===== src/rtl/thor2024_fc_tracker.sv =====
// thor2024_fc_tracker: tracks in-flight flow-control instructions, retires them in order,
// and squashes younger entries with a one-cycle fetch redirect on mispredict.
module thor2024_fc_tracker #(
   parameter int DEPTH = 4,
   parameter int TAGW  = 2
) (
   input  logic            clk,
   input  logic            rst_n,
   input  logic            dec_v,
   input  logic            dec_fc,
   output logic            dec_rdy,
   output logic [TAGW-1:0] dec_tag,
   input  logic            res_v,
   input  logic [TAGW-1:0] res_tag,
   input  logic            res_mispred,
   input  logic [31:0]     res_tgt,
   output logic            redirect_v,
   output logic [31:0]     redirect_pc,
   output logic            stall,
   output logic [TAGW:0]   count
);
   logic [DEPTH-1:0] vld, dn, vld_n, dn_n;
   logic [TAGW-1:0]  head, tail, off_r, off_i;
   logic [TAGW:0]    cnt;
   logic             full, res_hit, mis_hit, alloc, retire;
   assign full    = cnt == (TAGW+1)'(DEPTH);
   assign res_hit = res_v & vld[res_tag];
   assign mis_hit = res_hit & res_mispred;
   assign dec_rdy = !dec_fc | (!full & !mis_hit);
   assign alloc   = dec_v & dec_fc & dec_rdy;
   assign retire  = vld[head] & dn[head];
   assign off_r   = res_tag - head;
   assign dec_tag = tail;
   assign stall   = full;
   assign count   = cnt;
   // Age is measured as distance from head, so "younger than res_tag" is a larger offset.
   always_comb begin
      vld_n = vld;
      dn_n  = dn;
      off_i = '0;
      for (int i = 0; i < DEPTH; i++) begin
         off_i = TAGW'(i) - head;
         if (res_hit && res_tag == TAGW'(i)) dn_n[i] = 1'b1;
         if (mis_hit && off_i > off_r) begin
            vld_n[i] = 1'b0;
            dn_n[i]  = 1'b0;
         end
      end
      if (retire) begin
         vld_n[head] = 1'b0;
         dn_n[head]  = 1'b0;
      end
      if (alloc) begin
         vld_n[tail] = 1'b1;
         dn_n[tail]  = 1'b0;
      end
   end
   always_ff @(posedge clk) begin
      if (!rst_n) begin
         vld         <= '0;
         dn          <= '0;
         head        <= '0;
         tail        <= '0;
         cnt         <= '0;
         redirect_v  <= 1'b0;
         redirect_pc <= '0;
      end else begin
         vld         <= vld_n;
         dn          <= dn_n;
         head        <= head + TAGW'(retire);
         tail        <= mis_hit ? res_tag + TAGW'(1) : tail + TAGW'(alloc);
         cnt         <= mis_hit ? (TAGW+1)'(off_r) + (TAGW+1)'(1) - (TAGW+1)'(retire)
                                : cnt + (TAGW+1)'(alloc) - (TAGW+1)'(retire);
         redirect_v  <= mis_hit;
         redirect_pc <= mis_hit ? res_tgt : redirect_pc;
      end
   end
endmodule


===== config.mk =====
export PLATFORM = sky130hd
export DESIGN_NAME = thor2024_fc_tracker
export DESIGN_NICKNAME = d
export VERILOG_FILES = /design/src/rtl/thor2024_fc_tracker.sv
export SDC_FILE = /design/constraint.sdc
export NUM_CORES = 1
export LEC_CHECK = 0
export ABC_AREA = 0
export CAP_MARGIN = 25
export CORE_UTILIZATION = 39
export DETAILED_ROUTE_END_ITERATION = 7
export PLACE_DENSITY = 0.73
export SETUP_SLACK_MARGIN = 0.05
export SLEW_MARGIN = 20
export SYNTH_ARGS = -nofsm -noshare
export SYNTH_HDL_FRONTEND = slang
export SYNTH_SLANG_ARGS = --single-unit

===== constraint.sdc =====
create_clock -name clk -period 2.9 [get_ports clk]
set_clock_uncertainty 0.15 [all_clocks]
set_input_delay 0.58 -clock clk [delete_from_list [all_inputs] [get_ports clk]]
set_output_delay 0.58 -clock clk [all_outputs]
set_load 0.02 [all_outputs]

==> impl_metrics.csv, run 1 <==
group,metric,value,unit
route,routed_wl,5640,microns
timing,drv_slew,0,
layout,fin_util,59.4,%
synthesis,ys_seq_area_share,40.5,%
route,routed_via_density,4.72,
layout,layout-drive-gt1-share,11.6,%
min_path,hold_end,"redirect_pc[30]",
power_and_ir_drop,p_leak,0.00132,uW
route,drt_iter0_markers,71,
timing,fin_crit_sh,94.9,%
synthesis,yosysWarnings,0,
global_routing,gr-total-overflow,0,
synthesis,synth_area,2370,sq um
global_routing,grt_pass1_wl,9260,microns
setup_path,cpPeakStageDelay,0.44,ns
synthesis,netlist_instances,268,
clock_network,numCtsBuffers,5,
setup_path,worst_r2r_endpoint,"count[2]",
clock_network,h-tree-depth,2,
setup_path,r2r_slack,0.29,ns
synthesis,yosys.area_share.adder,12.3,%
timing,clock.fmax,0.363,GHz
timing,hold_viol,0,
die,die_area,6410,sq um
setup_path,worst_path_max_delay_cell,"clkdlybuf4s50_1",
power_and_ir_drop,cellPowerDensity,404,nW/um^2
placement,dp_cells,429,
synthesis,synth_compound_area_share,18.9,%
clock_network,hold_buffers,0,
synthesis,synthDistinctLibCells,43,
setup_path,critical_path.max_fanout,6,
synthesis,syn_avg_cell_area,8.86,sq um
layout,stdcell_count,437,
setup_path,path_class,"in2reg",
power_and_ir_drop,peakVddDrop,0.259,mV
setup_path,timing.rr.start,"head[1]",
timing,rsz0062_at_grt,"no",
setup_path,required,2.94,ns
placement,hpwl,4170,microns
setup_path,reg2regPathDepth,9,
layout,layout.nets,422,
setup_path,start_kind,"primary input",
route,dr.pass1.iters,4,
clock_network,cts_tree,"built",
timing,setup_viol,0,
die,die_x,80.0,microns
setup_path,critical_path.startpoint,"res_mispred",
clock_network,post_cts_buffers,0,
die,initial_core_util,40.3,%
placement,io_buffers,79,
layout,antenna_cells,0,
route,vias,2061,
outcome,status,"complete, no violations",
clock_network,clock-root-buffer,"clkbuf_8",
flow_run,drv_cap,0,
route,routedWlPerCell,12.9,microns
clock_network,clock-sinks,48,
min_path,hold_path.startpoint,"redirect_pc[30]",
synthesis,synthArstFlopShare,0,%
global_routing,grt_max_degree,41,
layout,syn_to_final_growth,47.2,%
timing,slew_headroom,67.0,%
route,route.detailed.drc,0,
synthesis,synthMuxAreaShare,1.79,%
setup_path,arrival,2.79,ns
min_path,whs_path_depth,2,
die,die_h,80.0,microns
timing,final.setup.tns,0,ns
synthesis,synth_top_family_by_area,"simple AND/OR/NAND/NOR gates",
min_path,hold_class,"reg2reg",
timing,worst_pin_slew,0.496,ns
synthesis,synth_edf_count,0,
clock_network,clock_tree.buffer_depth,2,
clock_network,clock_latency,0.29,ns
synthesis,synth-main-ff-cell,"dfxtp_1",
layout,final_cell_mix,"75 x nand2_1, 75 x clkdlybuf4s50_1, 48 x dfxtp_1",
die,io_pins,80,
timing,min_period,2.75,ns
setup_path,path_cells,"clkdlybuf4s50_1 -> buf_4 -> a2111oi_4 -> inv_1 -> ha_1 -> inv_1 -> ha_1 -> fa_2 -> xnor2_1 -> nor2_1 -> o21a_1",
synthesis,synth-simple-area-share,19.5,%
synthesis,yosys_register_bits,48,
placement,routabilityCongestion,0.788,
die,coreArea,5890,sq um
global_routing,grtUsageTotal,18.7,%
global_routing,antenna_found_initial,0,
setup_path,worst_setup_path_end_kind,"flip-flop",
route,antenna_left,0,
global_routing,grt_pass1_vias,2022,
clock_network,clk_pin_slew,0.08,ns
synthesis,synth-xor-area-share,2.90,%
synthesis,syn-num-nets,329,
die,rows,28,
timing,holdWs,0.311,ns
-- timing repair --
item,in CTS,in global routing
resized for setup,8,5
setup endpoints to repair,3,3
pin swaps,1,1
-- where the power goes --
part           switching, uW  total [uW]  internal (uW)
logic                   95.2         220            125
registers               15.2         689            674
clock network            221         503            282
-- worst max path at each step --
stage / endpoint / slack [ns]
global route: count[2] / 0.07
detailed placement: count[2] / -0.64
CTS: count[2] / 0.08
global placement: count[2] / -0.52
finish: count[2] / 0.15
floorplan: count[2] / 0.06
-- logic make-up after synthesis --
family / after synthesis
simple gates: 104
compound gates: 59
flops: 48
buf+inv: 24
fa+ha+maj: 23
xor+xnor: 7
mux: 3
-- cell type report --
type	instances	area, sq um
clock buffers	6	82.6
clock inverters	2	38.8
fillers	543	2390
inverters	12	45.0
multi-input cells	196	1350
flip-flops and latches	48	961
well taps	75	93.8
repair buffers	98	928
-- through the flow --
| stage | worst slack, ns | area, sq um | power [uW] |
|---|---|---|---|
| after detailed placement | -0.644 | 3360 | 924 |
| after global placement | -0.525 | 3360 | 922 |
| after floorplan | 0.0620 | 2390 | 798 |
| after CTS | 0.0828 | 3490 | 1430 |
| after global routing | 0.0697 | 3500 | 1480 |
| final | 0.148 | 3500 | 1410 |
-- layer usage --
metal / up-vias / track usage [%] / wire length (microns)
met5: - / 0 / 0
met1: 944 / 23.2 / 2680
met3: 2 / 3.66 / 198
li1: 1072 / - / -
met4: 0 / 6.07 / 43
met2: 43 / 32.2 / 2720
-- Yosys cell counts (all sizes together), types with 2 or more instances --
cell / instances / share of area (%)
nor3b: 2 / 0.84
mux2i: 2 / 0.84
dfxtp: 48 / 40
o2bb2ai: 2 / 0.74
xnor2: 6 / 2.5
and2: 8 / 2.1
a21oi: 7 / 1.5
ha: 20 / 11
o21ai: 4 / 1.0
nand2: 77 / 12
clkbuf: 5 / 0.79
a211oi: 2 / 0.63
buf: 7 / 1.5
nor4b: 2 / 1.0
a21boi: 34 / 11
maj3: 2 / 0.90
inv: 12 / 1.9
and3: 2 / 0.53
o21a: 2 / 0.63
nor2: 7 / 1.2
-- registers in the layout, indices dropped and copies added (netlist names) --
| name | cells |
|---|---|
| head | 2 |
| vld | 4 |
| count | 3 |
| redirect_pc | 32 |
| dn | 4 |
| dec_tag | 2 |
| redirect_v | 1 |
-- critical path, delay by kind of cell --
| kind | cells | cell delay, ns |
|---|---|---|
| AOI/OAI and AO/OA | 2 | 0.48 |
| xor gates and xnor gates | 1 | 0.14 |
| adders and majority gates | 3 | 0.80 |
| buffers and inverters | 4 | 0.74 |
| and+or+nand+nor | 1 | 0.06 |
(Power assumes the default switching activity.)
==> run 2, diff against run 1 <==
Settings changed: GPL_ROUTABILITY_DRIVEN set to 0, RECOVER_POWER set to 25.
==> impl_metrics.csv, run 2 (synthesis results as in run 1) <==
group,metric,value,unit
die,coreArea,5890,sq um
route,drt_iter0_markers,71,
die,die_h,80.0,microns
setup_path,worst_setup_path_end_kind,"flip-flop",
layout,top_register,"redirect_pc",
timing,worst_pin_slew,0.496,ns
global_routing,gr-total-overflow,0,
setup_path,arrival,2.79,ns
placement,hpwl,4170,microns
setup_path,path_class,"in2reg",
placement,dpl_cell_area,3360,sq um
placement,io_buffers,79,
clock_network,numCtsBuffers,5,
global_routing,antenna_found_initial,0,
route,routed_wl,5630,microns
setup_path,start_kind,"primary input",
route,routedWlPerCell,12.9,microns
clock_network,cts_tree,"built",
route,vias,2060,
timing,hold_viol,0,
die,die_area,6410,sq um
layout,layout.nets,422,
die,io_pins,80,
power_and_ir_drop,p_leak,0.00140,uW
route,antenna_left,0,
die,rows,28,
timing,rsz0062_at_grt,"no",
layout,reg_top3,"redirect_pc (32), dn (4), vld (4)",
layout,num-fill-cells,543,
setup_path,critical_path.max_fanout,6,
layout,largest_reg_flops,32,
timing,min_period,2.75,ns
outcome,status,"complete, no violations",
global_routing,grt_pass1_vias,2022,
global_routing,grt_max_degree,41,
layout,multi_input_area,1350,sq um
timing,worst_slack,0.148,ns
min_path,hold_class,"reg2reg",
route,route.detailed.drc,0,
timing,fin_crit_sh,94.9,%
clock_network,clock_tree.buffer_depth,2,
setup_path,required,2.94,ns
power_and_ir_drop,peakVddDrop,0.260,mV
layout,final_cell_mix,"75 x nand2_1, 53 x clkdlybuf4s50_1, 48 x dfxtp_1",
flow_run,drv_cap,0,
layout,seq_area,961,sq um
layout,fin_area,3500,sq um
route,dr.pass1.iters,4,
timing,holdWs,0.307,ns
clock_network,h-tree-depth,2,
global_routing,grtUsageTotal,18.7,%
layout,syn_to_final_growth,47.2,%
power_and_ir_drop,cellPowerDensity,404,nW/um^2
layout,layout-drive-gt1-share,11.6,%
clock_network,clk_pin_slew,0.08,ns
die,initial_core_util,40.3,%
global_routing,grt_pass1_wl,9260,microns
die,die_x,80.0,microns
timing,setup_viol,0,
timing,slew_headroom,67.0,%
placement,place_ws,-0.644,ns
timing,clock.fmax,0.363,GHz
layout,antenna_cells,0,
clock_network,clock-sinks,48,
route,routed_via_density,4.71,
clock_network,clock_latency,0.29,ns
timing,drv_slew,0,
layout,layout_commonest_cell,"nand2_1",
clock_network,post_cts_buffers,0,
clock_network,clock-root-buffer,"clkbuf_8",
clock_network,hold_buffers,0,
run 2: per-stage QoR:
stage,util [%],power (uW),setup TNS (ns),std cells
6_report,59.4,1410,0,437
3_5_place_dp,57.1,924,-1.89,429
2_1_floorplan,-,798,0,268
4_1_cts,59.4,1430,0,437
5_1_grt,59.4,1480,0,437
3_3_place_gp,57.1,922,-1.48,429
run 2: where the power goes:
group          leakage, uW  internal (uW)  total [uW]  switching (uW)
Clock            0.0000614            282         504             222
Combinational     0.000951            124         219            95.2
Sequential        0.000388            674         689            15.0
Total              0.00140           1080        1410             332
run 2: worst max-delay path, stage by stage:
cell and delay, ns:
clkdlybuf4s50_1 0.44, buf_4 0.18, a2111oi_4 0.30, inv_1 0.08, ha_1 0.27, inv_1 0.04
ha_1 0.19, fa_2 0.34, xnor2_1 0.14, nor2_1 0.06, o21a_1 0.18
run 2: routing by layer:
layer	up-vias	wire [microns]	track usage [%]
met5	-	0	0
met3	2	194	3.66
met2	43	2710	32.2
met4	0	43	6.07
met1	940	2680	23.2
li1	1075	-	-
run 2: final cells by class:
class | instances | share of cell area (%)
timing repair buffer | 98 | 26.6
inverter | 12 | 1.29
clock buffer | 6 | 2.36
tap | 75 | 2.68
multi-input combinational | 196 | 38.5
sequential | 48 | 27.5
clock inverter | 2 | 1.11
run 2: repair_timing:
item                       CTS  global route
setup endpoints to repair    3             3
pin swaps                    1             1
gates resized for setup      8             5
run 2: worst paths after layout:
kind	from	end	slack (ns)	cells after the start
setup / recovery	res_mispred	count[2]	0.15	11
hold / removal	redirect_pc[30]	redirect_pc[30]	0.31	2
hold reg to reg	redirect_pc[30]	redirect_pc[30]	0.31	2
setup reg to reg	head[1]	count[2]	0.29	9
